**config.mk**
```make
export PLATFORM = sky130hd
export DESIGN_NAME = seg_scan_display
export DESIGN_NICKNAME = d
export VERILOG_FILES = /design/src/rtl/seg_scan_display.sv
export SDC_FILE = /design/constraint.sdc
export NUM_CORES = 1
export LEC_CHECK = 0
export ABC_AREA = 1
export CAP_MARGIN = 40
export CELL_PAD_IN_SITES_DETAIL_PLACEMENT = 1
export CELL_PAD_IN_SITES_GLOBAL_PLACEMENT = 2
export CORE_ASPECT_RATIO = 0.75
export CORE_UTILIZATION = 31
export CTS_CLUSTER_DIAMETER = 40
export DETAILED_ROUTE_END_ITERATION = 12
export PLACE_DENSITY_LB_ADDON = 0.2
export SLEW_MARGIN = 20
export SYNTH_ARGS = -nofsm -noshare
export SYNTH_HDL_FRONTEND = slang
export SYNTH_SLANG_ARGS = --single-unit
export TNS_END_PERCENT = 50
```
**constraint.sdc**
```tcl
create_clock -name myclk -period 2 [get_ports myclk]
set_input_delay 0.3 -clock myclk [delete_from_list [all_inputs] [get_ports myclk]]
set_output_delay 0.3 -clock myclk [all_outputs]
set_load 0.01 [all_outputs]
```
**src/rtl/seg_scan_display.sv**
```systemverilog
// Multiplexed seven-segment driver: captures a binary value, converts it with a
// sequential double-dabble engine (or takes hex nibbles), then scans the digits.
module seg_scan_display #(
    parameter int DIGITS      = 4,
    parameter int IN_WIDTH    = 14,
    parameter int REFRESH_DIV = 50000
) (
    input  logic                myclk,
    input  logic                rst,
    input  logic [IN_WIDTH-1:0] value,
    input  logic                load,
    input  logic                hex_mode,
    input  logic                blank_lz,
    input  logic [DIGITS-1:0]   dp,
    output logic                busy,
    output logic [7:0]          seg,
    output logic [DIGITS-1:0]   an
);
    localparam int BCD_W = 4 * DIGITS;
    localparam int EXT_W = (IN_WIDTH > BCD_W) ? IN_WIDTH : BCD_W;
    localparam int CNT_W = $clog2(IN_WIDTH + 1);
    localparam int IDX_W = (DIGITS > 1) ? $clog2(DIGITS) : 1;
    localparam int PS_W  = $clog2(REFRESH_DIV);

    typedef enum logic [1:0] {IDLE, CONV, COMMIT} state_t;

    state_t              state, state_nxt;
    logic [CNT_W-1:0]    cnt;
    logic [BCD_W-1:0]    bcd_p0;
    logic [IN_WIDTH-1:0] bin_p0;
    logic                ovf_p0;
    logic [BCD_W-1:0]    bcd_adj;
    logic [EXT_W-1:0]    val_ext;
    logic                hex_ovf;
    logic [BCD_W-1:0]    disp_p1, disp_nxt;
    logic                ovf_p1, ovf_nxt;
    logic [PS_W-1:0]     ps;
    logic                ps_tc;
    logic [IDX_W-1:0]    idx, idx_nxt;
    logic [3:0]          nib_sel;
    logic                dp_sel;
    logic                blank_sel;
    logic [7:0]          seg_d;
    logic [DIGITS-1:0]   an_d;

    function automatic logic [BCD_W-1:0] dabble_adjust(input logic [BCD_W-1:0] b);
        logic [BCD_W-1:0] r;
        r = b;
        for (int d = 0; d < DIGITS; d++)
            if (b[4*d +: 4] >= 4'd5) r[4*d +: 4] = b[4*d +: 4] + 4'd3;
        return r;
    endfunction

    function automatic logic [6:0] glyph(input logic [3:0] n);
        case (n)
            4'h0: return 7'b0000001;
            4'h1: return 7'b1001111;
            4'h2: return 7'b0010010;
            4'h3: return 7'b0000110;
            4'h4: return 7'b1001100;
            4'h5: return 7'b0100100;
            4'h6: return 7'b0100000;
            4'h7: return 7'b0001111;
            4'h8: return 7'b0000000;
            4'h9: return 7'b0000100;
            4'hA: return 7'b0001000;
            4'hB: return 7'b1100000;
            4'hC: return 7'b0110001;
            4'hD: return 7'b1000010;
            4'hE: return 7'b0110000;
            default: return 7'b0111000;
        endcase
    endfunction

    // A digit is a leading zero when it and every more significant nibble are zero.
    function automatic logic lead_zero(input logic [BCD_W-1:0] nib, input logic [IDX_W-1:0] sel);
        logic z;
        z = 1'b1;
        for (int d = 0; d < DIGITS; d++)
            if (d >= int'(sel) && nib[4*d +: 4] != 4'd0) z = 1'b0;
        return z && (sel != '0);
    endfunction

    assign val_ext = EXT_W'(value);
    generate
        if (EXT_W > BCD_W) begin : g_hex_hi
            assign hex_ovf = |val_ext[EXT_W-1:BCD_W];
        end else begin : g_hex_fit
            assign hex_ovf = 1'b0;
        end
    endgenerate

    always_comb begin
        state_nxt = state;
        case (state)
            IDLE:    if (load) state_nxt = hex_mode ? COMMIT : CONV;
            CONV:    if (cnt == CNT_W'(IN_WIDTH - 1)) state_nxt = COMMIT;
            COMMIT:  state_nxt = IDLE;
            default: state_nxt = IDLE;
        endcase
    end

    assign busy    = (state != IDLE);
    assign bcd_adj = dabble_adjust(bcd_p0);

    always_ff @(posedge myclk) begin
        if (rst) begin
            state <= IDLE;
            cnt   <= '0;
        end else begin
            state <= state_nxt;
            if (state == IDLE) cnt <= '0;
            else if (state == CONV) cnt <= cnt + 1'b1;
        end
    end

    // p0: conversion working registers
    always_ff @(posedge myclk) begin
        if (state == IDLE && load) begin
            if (hex_mode) begin
                bcd_p0 <= val_ext[BCD_W-1:0];
                ovf_p0 <= hex_ovf;
            end else begin
                bcd_p0 <= '0;
                ovf_p0 <= 1'b0;
            end
            bin_p0 <= value;
        end else if (state == CONV) begin
            bcd_p0 <= {bcd_adj[BCD_W-2:0], bin_p0[IN_WIDTH-1]};
            ovf_p0 <= ovf_p0 | bcd_adj[BCD_W-1];
            bin_p0 <= bin_p0 << 1;
        end
    end

    // p1: display register; the scan sees a same-edge commit through disp_nxt
    assign disp_nxt = (state == COMMIT) ? bcd_p0 : disp_p1;
    assign ovf_nxt  = (state == COMMIT) ? ovf_p0 : ovf_p1;

    always_ff @(posedge myclk) begin
        if (rst) begin
            disp_p1 <= '0;
            ovf_p1  <= 1'b0;
        end else begin
            disp_p1 <= disp_nxt;
            ovf_p1  <= ovf_nxt;
        end
    end

    assign ps_tc   = (ps == PS_W'(REFRESH_DIV - 1));
    assign idx_nxt = (idx == IDX_W'(DIGITS - 1)) ? '0 : idx + 1'b1;

    always_comb begin
        nib_sel = 4'd0;
        dp_sel  = 1'b0;
        for (int d = 0; d < DIGITS; d++) begin
            if (IDX_W'(d) == idx_nxt) begin
                nib_sel = disp_nxt[4*d +: 4];
                dp_sel  = dp[d];
            end
        end
    end

    assign blank_sel = blank_lz && !ovf_nxt && lead_zero(disp_nxt, idx_nxt);
    assign seg_d     = {ovf_nxt ? 7'b1111110 : (blank_sel ? 7'b1111111 : glyph(nib_sel)), ~dp_sel};
    assign an_d      = ~(DIGITS'(1) << idx_nxt);

    // p2: scan outputs, updated only at the slot boundary
    always_ff @(posedge myclk) begin
        if (rst) begin
            ps  <= '0;
            idx <= IDX_W'(DIGITS - 1);
            seg <= 8'hFF;
            an  <= '1;
        end else begin
            ps <= ps_tc ? '0 : ps + 1'b1;
            if (ps_tc) begin
                idx <= idx_nxt;
                seg <= seg_d;
                an  <= an_d;
            end
        end
    end
endmodule

```
* After elaboration in Yosys (flattened, before gate mapping)
Memories as Yosys holds them, arrays and structs flattened.
Cells that the tools add are included.
** Storage, ports and cells
- Register bits :: 84
- Bits in latches :: 0
- Memory bits (writable) :: 0
- ROM bits :: 112
- Output and inout bits :: 13
- Word-level logic and storage cells :: 90
- Memories kept :: 1
** Memories
- (no name shown) :: words 16, bits a word 7, read ports 1, clocked after Yosys merged registers in 0, write ports 0, RTL line 55 : case (n)
** Operators by class
- Add/subtract/negate cells :: 7
- Multipliers :: 0
- Divide/modulo/power cells :: 0
- $lt $le $gt $ge :: 7
- Equality and inequality tests :: 10
- Shifts and indexed selects :: 1
- Muxes and demuxes :: 30
- Bitwise gates (word level) :: 3
- Reduce and logical (&&, ||, !) cells :: 20
** Operators by type and width (count)
- 2-to-1 mux 16 bit :: 3
- 2-to-1 mux 14 bit :: 3
- 2-to-1 mux 4 bit :: 8
- adder 16 x 1 -> 16 bit (second input constant) :: 1
- adder 4 x 2 -> 4 bit (second input constant) :: 4
- equality test 16 bit (second input constant) :: 1
- >= comparator 4 x 3 -> 1 bit (second input constant) :: 4
- nonzero test 4 bit :: 4
- 2-to-1 mux 7 bit :: 2
- 2-to-1 mux 1 bit :: 9
- 2-to-1 mux 2 bit :: 4
- logical AND 1 bit :: 7
- nonzero test 2 bit :: 3
- adder 4 x 1 -> 4 bit (second input constant) :: 1
- equality test 2 bit (first input constant) :: 2
- equality test 2 bit (second input constant) :: 2
- equality test 4 bit (second input constant) :: 1
- >= comparator 1 x 2 -> 1 bit (first input constant) :: 2
- zero test 2 bit :: 2
- inequality test 2 bit (second input constant) :: 2
- inverter 4 bit :: 1
- case mux 2 bit (2 select lines) :: 1
- OR reduction 2 bit :: 2
- << shifter 1 x 2 -> 4 bit (first input constant) :: 1
- 8 further kinds :: 8

* Logic depth before layout (Yosys ltp)
Gate-level depths: netlist (run 1).
- Depth after elaboration :: 12
- Depth in mapped cells :: 18
- Mapped depth without buffers :: 17

* Least setup slack after synthesis (run 1)
Ideal clock, no wire load.
- Path type :: register to register
- Start point :: reg state[1]
- End point :: reg bcd_p0[0] (enable)
- Library setup time :: 0.465 ns
- Arrival time :: 1.657 ns
- Required time :: 1.535 ns
- Slack :: -0.122 ns
- Stages on the path, launching flop included :: 7
- Path buffers :: 3
- Cells stage by stage :: dfxtp_1 -> buf_4 -> buf_2 -> nor2_1 -> nand2_1 -> clkbuf_1 -> nand2_1
** On the way
- Cells in the longest elaborated chain, start to end :: 3
** Ends and longest elaborated chain
- start: declaration :: RTL line 27 : state_t state, state_nxt;
- start signal: assignment :: RTL line 111 : state <= state_nxt;
- zero test 2 bit :: RTL line 119 : if (state == IDLE && load) begin
- logical AND 1 bit :: RTL line 119
- nonzero test 2 bit (no line) *
- end signal: assignment :: RTL line 121 : bcd_p0 <= val_ext[BCD_W-1:0];
- end signal: assignment :: RTL line 129 : bcd_p0 <= {bcd_adj[BCD_W-2:0], bin_p0[IN_WIDTH-1]};
- end: declaration :: RTL line 29 : logic [BCD_W-1:0] bcd_p0;
Mark *: on every way between the ends. The rest lies on a longest branch, timed or not.
A chain may end at the register's enable or synchronous reset.

* Worst setup path in the final report (run 1)
- Start point :: reg state[1]
- End point :: out busy
** On the way
- Cells in the longest elaborated chain, start to end :: 1
** Ends and longest elaborated chain
- nonzero test 2 bit :: RTL line 103 : assign busy = (state != IDLE);
- end: declaration :: RTL line 15 : output logic busy,
Every way passes these cells.

==> results of run 1 <==
## critical path, stage by stage, from the launching register on
cell             delay [ns]
dfxtp_4                0.43
buf_4                  0.16
nor2_1                 0.05
inv_1                  0.07
clkdlybuf4s50_1        0.55
## cells in the final DEF (no fill, tap or decap), types with 4 or more instances in the layout
cell type	netlist	routed
nand2_2	5	14
clkdlybuf4s50_1	0	35
edfxtp_1	30	30
nor2_1	72	68
xor2_1	8	8
nand3_1	45	37
inv_2	4	9
nand3_2	0	8
ha_1	21	15
clkbuf_16	0	11
nor3_1	5	5
ha_4	0	5
buf_4	3	45
o32ai_1	4	4
o21ai_0	14	14
inv_1	65	57
a21oi_1	43	42
nand2_1	163	153
o22ai_1	5	5
dfxtp_1	54	50
## registers in the layout, summed over array words and instances (netlist names)
register / flops
cnt: 4
bin_p0: 14
ps: 16
bcd_p0: 16
an: 4
idx: 2
disp_p1: 16
ovf_p1: 1
ovf_p0: 1
seg: 8
state: 2
## power by group
part | switching (mW) | internal, mW
Combinational | 0.619 | 0.432
Sequential | 0.118 | 1.98
Clock | 0.754 | 1.01
## timing repair
item,CTS,global route
pin swaps,1,9
buffers inserted,1,6
resized for setup,15,48
gates cloned,0,1
endpoints found under the setup margin,8,7
## metal layers
layer  vias to the layer above  track usage
met5                         -            0
met4                         0      0.05714
met3                        12      0.04308
met2                        32       0.2828
met1                      1886       0.2428
li1                       2040            -
## cell type report
type                    count  area share
inverters                  69     0.04618
multi-input cells         412      0.3832
well taps                 175     0.03759
clock buffers              12     0.04790
repair buffers             87      0.1368
clock inverters             4    0.006014
flip-flops and latches     84      0.3424
## kinds of logic (layout without fill, tap and decap cells)
group,Yosys count,in the layout
simple gates,301,302
xor+xnor,11,11
fa+ha+maj,21,21
flops,84,84
buf+inv,83,172
compound gates,78,78
## final timing paths
check / to / slack [ns] / depth (start not counted)
setup / recovery: busy / 0.1 / 4
hold / removal: ps[0] / 0.45 / 1
setup reg to reg: seg[7] / 0.13 / 17
hold reg to reg: ps[0] / 0.45 / 1
==> flow_metrics.env, run 1 <==
export IMPL_dieArea_sq_mm=0.01459
export IMPL_clk_pin_slew_ns=0.07
export IMPL_fillCellCount=1658
export IMPL_wl_met3_um=331
export IMPL_fin_cells=843
export IMPL_synth_top_family_by_area="simple AND/OR/NAND/NOR gates"
export IMPL_vias=3970
export IMPL_relSlewSlack=0.6514
export IMPL_holdWs_ns=0.4490
export IMPL_syn_area_sq_mm=0.004372
export IMPL_pre_cts_ws_ns=-0.1818
export IMPL_clock_latency_ns=0.35
export IMPL_regArea_sq_mm=0.001994
export IMPL_synth_adder_area_share=0.06010
export IMPL_tightest_slew_ns=0.5223
export IMPL_syn_num_nets=622
export IMPL_fin_crit_ns=1.901
export IMPL_r2r_start="state[0]"
export IMPL_ioPinCount=36
export IMPL_hold_viol=0
export IMPL_ys_types=35
export IMPL_grt_max_degree=26
export IMPL_power_mw=4.915
export IMPL_criticalPathCategory="reg -> out"
export IMPL_dr_wl_met2_um=5503
export IMPL_cp_data_arrival_time_ns=1.60
export IMPL_end_kind="primary output"
export IMPL_finClkSkew_ns=0.005937
export IMPL_crit_fanout=7
export IMPL_drv_slew=0
export IMPL_grt_pass1_vias=4096
export IMPL_post_dp_cell_area_sq_mm=0.005235
export IMPL_grt_overflow=0
export IMPL_grt_pass1_wl_um=20400
export IMPL_wl_met1_um=6341
export IMPL_multi_input_area_sq_mm=0.002232
export IMPL_ant_nets=0
export IMPL_setup_violations=0
export IMPL_min_period_over_period=0.9505
export IMPL_netlist_top_cells_count="nand2_1, nor2_1, inv_1, dfxtp_1, nand3_1"
export IMPL_yosysWarnings=0
export IMPL_coreArea_sq_mm=0.01375
export IMPL_final_core_util=0.4237
export IMPL_via_per_inst=4.709
export IMPL_cts_root_buf="clkbuf_16"
export IMPL_critPathRequiredTime_ns=1.70
export IMPL_fmax_ghz=0.5260
export IMPL_antennaDiodeCount=0
export IMPL_synth_area_leaders="dfxtp_1, edfxtp_1, nand2_1"
export IMPL_worstHoldPathType="reg -> reg"
export IMPL_highest_layer="met4"
export IMPL_drv_cap=0
export IMPL_yosysTopAreaCell="dfxtp_1"
export IMPL_cts_num_sinks=84
export IMPL_fin_setup_tns_ns=0
export IMPL_die_w_um=139.1
export IMPL_die_h_um=104.8
export IMPL_area_delta_synth_final_pct=33.26
export IMPL_cp_start_kind="register"
export IMPL_drtIter0Drc=144
export IMPL_tritoncts="done"
export IMPL_wl_per_cell_um=14.62
export IMPL_run_status="finished clean"
export IMPL_min_from="ps[0]"
export IMPL_synth_top_area_frac=0.2473
export IMPL_synth_xor_area_share=0.02204
export IMPL_yosysSeqAreaShare=0.4533
export IMPL_hold_buffers=0
export IMPL_place_hpwl_um=9329
export IMPL_crit_start="state[1]"
export IMPL_synthMuxAreaShare=0
export IMPL_initial_core_util=0.3180
export IMPL_htreeDepth=3
export IMPL_dp_cells=819
export IMPL_drt_wl_total_um=12320
export IMPL_nNetsFinal=707
export IMPL_synth_seq_cells=84
export IMPL_cts_max_path_buffers=2
export IMPL_synthSimpleGateAreaFrac=0.2833
export IMPL_cts_made_buffers=9
export IMPL_synth_compound_area_frac=0.1027
export IMPL_avgSynthCellArea_sq_um=7.563
export IMPL_drive_gt1_frac=0.1871
export IMPL_async_flop_share=0
export IMPL_place_congestion=0.8336
export IMPL_fin_area_sq_mm=0.005826
export IMPL_grt_usage=0.1801
export IMPL_syn_inst=578
export IMPL_grt_antenna_before_repair=0
export IMPL_yosysMostFrequentCell="nand2_1"
export IMPL_ys_flop_type="dfxtp_1"
export IMPL_fp_row_count=37
export IMPL_pwr_density_cell_mw_per_mm2=843.6
export IMPL_drc_errors=0
export IMPL_vdd_ir_drop_max_v=0.0005322
export IMPL_synth_edf_count=30
export IMPL_p_leak_nw=2.567
export IMPL_firstDrtPassIters=4
export IMPL_portBuffers=35
export IMPL_layout_setup_ws_ns=0.09903
Power figures use the tool's default switching activity.
==> run 2, diff against run 1 <==
GPL_ROUTABILITY_DRIVEN = 0   (was not set)
GPL_TIMING_DRIVEN = 0   (was not set)
==> flow_metrics.env, run 2 (synthesized netlist as in run 1, its figures left out) <==
export IMPL_wl_per_cell_um=15.86
export IMPL_r2r_end="seg[1]"
export IMPL_criticalPathCategory="reg -> reg"
export IMPL_tightest_slew_ns=0.5184
export IMPL_setup_violations=0
export IMPL_relSlewSlack=0.6544
export IMPL_finClkSkew_ns=0.005922
export IMPL_fmax_ghz=0.5037
export IMPL_rsz0062_at_grt="true"
export IMPL_reg2reg_setup_slack_ns=0.01
export IMPL_area_delta_synth_final_pct=31.91
export IMPL_drv_cap=0
export IMPL_antennaDiodeCount=0
export IMPL_r2r_start="idx[1]"
export IMPL_cp_start_kind="register"
export IMPL_cts_made_buffers=9
export IMPL_reg_largest_list="bcd_p0 x16, disp_p1 x16, ps x16"
export IMPL_nNetsFinal=693
export IMPL_ioPinCount=36
export IMPL_firstDrtPassIters=4
export IMPL_initial_core_util=0.3180
export IMPL_worst_r2r_path_depth=16
export IMPL_via_per_inst=4.795
export IMPL_place_hpwl_um=9243
export IMPL_final_common_cell="nand2_1"
export IMPL_most_common_layout_cells="nand2_1, nor2_1, inv_1, dfxtp_1, a21oi_1"
export IMPL_min_from="ps[0]"
export IMPL_crit_fanout=5
export IMPL_grt_overflow=0
export IMPL_layout_setup_ws_ns=0.01484
export IMPL_ant_nets=0
export IMPL_drtIter0Drc=187
export IMPL_portBuffers=35
export IMPL_end_kind="register"
export IMPL_power_share_clock=0.343
export IMPL_cp_data_arrival_time_ns=2.22
export IMPL_drc_errors=0
export IMPL_critPathRequiredTime_ns=2.24
export IMPL_grt_pass1_vias=4077
export IMPL_min_delay_worst_endpoint="ps[0]"
export IMPL_fillCellCount=1633
export IMPL_run_status="finished clean"
export IMPL_vdd_ir_drop_max_v=0.0004041
export IMPL_cts_root_buf="clkbuf_16"
export IMPL_vias=3975
export IMPL_regArea_sq_mm=0.001997
export IMPL_pre_cts_ws_ns=-0.6246
export IMPL_grt_usage=0.1849
export IMPL_hold_buffers=0
export IMPL_cts_num_sinks=84
export IMPL_clk_pin_slew_ns=0.07
export IMPL_drv_slew=0
export IMPL_grt_antenna_before_repair=0
export IMPL_grt_max_degree=31
export IMPL_clock_latency_ns=0.34
export IMPL_p_leak_nw=2.502
export IMPL_tritoncts="done"
export IMPL_pwr_share_comb=0.218
export IMPL_dieArea_sq_mm=0.01459
export IMPL_multi_input_area_sq_mm=0.002306
export IMPL_p_switching_mw=1.545
export IMPL_p_int_mw=3.273
export IMPL_grt_pass1_wl_um=21050
export IMPL_holdWs_ns=0.4558
export IMPL_pwr_density_cell_mw_per_mm2=835.5
export IMPL_p_seq_frac=0.439
export IMPL_drive_gt1_frac=0.1835
export IMPL_worstHoldPathType="reg -> reg"
export IMPL_die_w_um=139.1
export IMPL_holdPathStages=1
export IMPL_htreeDepth=3
export IMPL_coreArea_sq_mm=0.01375
export IMPL_cts_max_path_buffers=2
export IMPL_fin_crit_ns=1.985
export IMPL_min_period_over_period=0.9926
export IMPL_swShare=0.3207
export IMPL_drt_wl_total_um=13150
export IMPL_die_h_um=104.8
export IMPL_fp_row_count=37
export IMPL_hold_viol=0
-- run 2: cell types whose count changed in the layout (fill, tap and decap cells not counted), moves of 3 or more --
cell / previous run / this run
buf_2: 0 / 3
buf_4: 45 / 22
ha_1: 15 / 12
ha_4: 5 / 8
inv_2: 9 / 6
nand2_1: 153 / 147
nand2_2: 14 / 17
-- run 2: worst max-delay path by stage --
stage,start,to,slack [ns],cells past startpoint
global placement,idx[0],seg[7],-0.62,16
detailed placement,idx[0],seg[7],-0.62,16
CTS,state[1],seg[7],-0.05,14
global route,idx[0],seg[7],-0.09,13
floorplan,idx[0],seg[7],-0.01,16
finish,idx[1],seg[1],0.01,16
-- run 2: cell type report --
cell class	instances	area share
Buffer	13	0.01649
Clock buffer	10	0.04144
Clock inverter	6	0.007811
Inverter	69	0.04795
Multi-Input combinational cell	411	0.3999
Sequential cell	84	0.3463
Tap cell	175	0.03797
Timing Repair Buffer	61	0.1022
-- run 2: through the flow --
| stage | utilization | cells | power [mW] | area [sq um] | setup TNS, ns |
|---|---|---|---|---|---|
| floorplan | - | 578 | 2.730 | 4374 | -0.01145 |
| global placement | 0.3595 | 788 | 3.018 | 4943 | -18.17 |
| detailed placement | 0.3595 | 788 | 3.058 | 4943 | -19.75 |
| CTS | 0.4026 | 821 | 4.811 | 5535 | -0.06059 |
| global route | 0.4194 | 829 | 5.091 | 5767 | -0.2585 |
| finish | 0.4194 | 829 | 4.818 | 5767 | 0 |
-- run 2: worst max-delay path: stages (launching register included) --
cell and delay [ns]:
dfxtp_4 0.39, inv_4 0.05, ha_4 0.18, nor2_4 0.18, nand3_2 0.09, nand2_2 0.08
nand2_2 0.05, nand2_2 0.08, nand2_4 0.07, buf_12 0.14, ha_2 0.19, nand3_1 0.09
nand2_1 0.05, inv_1 0.05, nand2_1 0.06, nand2_1 0.07, nand2_1 0.04
-- run 2: routing by layer --
| metal | GRT usage | wire [um] | up-vias |
|---|---|---|---|
| li1 | - | - | 2014 |
| met1 | 0.2630 | 6886 | 1904 |
| met2 | 0.2850 | 5763 | 45 |
| met3 | 0.03804 | 370 | 12 |
| met4 | 0.04444 | 128 | 0 |
| met5 | 0 | 0 | - |
-- run 2: power groups by stage --
stage,combinational (mW),sequential (mW),clock [mW]
after floorplan,0.638,2.09,0
after global placement,0.876,2.14,0
after detailed placement,0.909,2.15,0
after CTS,0.993,2.11,1.71
after global routing,1.18,2.13,1.78
final,1.05,2.11,1.65
-- run 2: what timing repair did --
item,CTS,global route
pin swaps,8,20
cloned,1,0
endpoints found under the setup margin,57,55
resized for setup,39,50
hold endpoints to repair,0,0
buffers inserted,16,9
==> run 3, diff against run 2 <==
CORE_UTILIZATION = 35   (was 31)
CTS_BUF_LIST = sky130_fd_sc_hd__clkbuf_8   (was not set)
DONT_BUFFER_PORTS = 1   (was not set)
RECOVER_POWER = 50   (was not set)
==> flow_metrics.env, run 3 (synthesized netlist as in run 1, its figures left out) <==
export IMPL_run_status="finished clean"
export IMPL_clk_pin_slew_ns=0.08
export IMPL_vias=3816
export IMPL_via_per_inst=4.899
export IMPL_cts_root_buf="clkbuf_8"
export IMPL_critPathRequiredTime_ns=2.27
export IMPL_cp_data_arrival_time_ns=2.24
export IMPL_fin_cells=779
export IMPL_grt_pass1_vias=4041
export IMPL_p_leak_nw=2.313
export IMPL_grt_overflow=0
export IMPL_grt_max_degree=31
export IMPL_fillCellCount=1435
export IMPL_worst_r2r_path_depth=13
export IMPL_fp_row_count=34
export IMPL_holdWs_ns=0.005805
export IMPL_firstDrtPassIters=4
export IMPL_drv_slew=0
export IMPL_rsz0062_at_grt="true"
export IMPL_drt_wl_total_um=12520
export IMPL_use_met1=0.3008
export IMPL_nNetsFinal=656
export IMPL_drv_cap=0
export IMPL_crit_fanout=10
export IMPL_drtIter0Drc=176
export IMPL_die_w_um=131.1
export IMPL_initial_core_util=0.3683
export IMPL_grtUsageMet2=0.3032
export IMPL_clock_latency_ns=0.37
export IMPL_dieArea_sq_mm=0.01295
export IMPL_coreArea_sq_mm=0.01187
export IMPL_holdPathStages=1
export IMPL_relSlewSlack=0.6251
export IMPL_setup_violations=0
export IMPL_tightest_slew_ns=0.5624
export IMPL_most_common_layout_cells="nand2_1, nor2_1, inv_1, dfxtp_1, a21oi_1"
export IMPL_end_kind="register"
export IMPL_fmax_ghz=0.5063
export IMPL_antennaDiodeCount=0
export IMPL_drc_errors=0
export IMPL_power_mw=4.241
export IMPL_dp_cells=740
export IMPL_vdd_ir_drop_max_v=0.0004148
export IMPL_min_period_over_period=0.9875
export IMPL_worstHoldPathType="in -> reg"
export IMPL_wl_per_cell_um=16.07
export IMPL_fin_crit_ns=1.975
export IMPL_final_common_cell="nand2_1"
export IMPL_place_hpwl_um=8904
export IMPL_finClkSkew_ns=0.01224
export IMPL_ant_nets=0
export IMPL_hold_viol=0
export IMPL_reg_largest_list="bcd_p0 x16, disp_p1 x16, ps x16"
export IMPL_cts_num_sinks=84
export IMPL_cts_made_buffers=9
export IMPL_cts_max_path_buffers=2
export IMPL_tritoncts="done"
export IMPL_die_h_um=98.79
export IMPL_pwr_density_cell_mw_per_mm2=797.7
export IMPL_htreeDepth=3
export IMPL_grt_pass1_wl_um=20180
export IMPL_grt_usage=0.2051
export IMPL_hold_buffers=0
export IMPL_ioPinCount=36
export IMPL_drive_gt1_frac=0.1896
export IMPL_grtUsageMet3=0.04343
export IMPL_area_delta_synth_final_pct=21.61
export IMPL_grt_busiest_layer="met2"
export IMPL_cp_start_kind="register"
export IMPL_criticalPathCategory="reg -> reg"
export IMPL_portBuffers=0
export IMPL_grt_antenna_before_repair=0
[run 3: cell count changes in the layout (fill, tap and decap cells not counted), moves of 3 or more]
cell | before | now
clkbuf_8 | 1 | 9
inv_1 | 58 | 62
clkbuf_16 | 9 | 0
nand2_4 | 4 | 7
clkdlybuf4s50_1 | 35 | 0
buf_4 | 22 | 17
inv_6 | 4 | 1
[run 3: layout make-up]
cell class	count	area (sq um)	share of cell area
Multi-Input combinational cell	412	2360	0.4439
Sequential cell	84	1994	0.3751
Inverter	69	274.0	0.05154
Timing Repair Buffer	22	210.2	0.03954
Tap cell	162	202.7	0.03813
Clock buffer	9	123.9	0.02330
Buffer	14	113.9	0.02142
Clock inverter	7	37.54	0.007060
[run 3: path summary, 6_finish.rpt]
check	from	endpoint	slack, ns
max	state[0]	seg[7]	0.02
min	rst	state[1]	0.006
max reg2reg	state[0]	seg[7]	0.02
min reg2reg	ovf_p0	ovf_p0	0.46
[run 3: timing repair]
action	4_1_cts	5_1_grt
endpoints found under the setup margin	50	55
pin swaps	4	20
gates resized for setup	40	60
buffers inserted	12	9
gates cloned	1	1
[run 3: worst max-delay path, cell delays in order (launching register included)]
cell and delay (ns):
dfxtp_4 0.37, inv_8 0.10, buf_8 0.15, nand3_2 0.13
nand3_2 0.11, nand3_2 0.09, a21oi_4 0.21, inv_2 0.08
ha_4 0.16, nand3b_1 0.14, nand3_1 0.08, nand2_1 0.06
nor2_2 0.13, nor2_1 0.05
[run 3: stage by stage]
stage,util,area [sq um],setup TNS [ns],setup WS (ns)
final,0.4479,5316,0,0.02500
after global routing,0.4479,5316,-1.198,-0.1255
after floorplan,-,4374,-0.01145,-0.01145
after global placement,0.3856,4577,-17.35,-0.6129
after detailed placement,0.3856,4577,-18.71,-0.6593
after CTS,0.4222,5011,-0.04587,-0.03520
[run 3: routing by layer]
| metal | vias up | part of all wire |
|---|---|---|
| li1 | 1944 | - |
| met1 | 1809 | 0.52 |
| met2 | 51 | 0.43 |
| met3 | 12 | 0.036 |
| met4 | 0 | 0.013 |
| met5 | - | 0 |
[run 3: power breakdown]
part           switching [mW]  internal, mW  leakage [nW]
clock network           0.672         0.440        0.0952
registers               0.132          1.98         0.736
logic                   0.640         0.378          1.48
total                    1.44          2.80          2.31
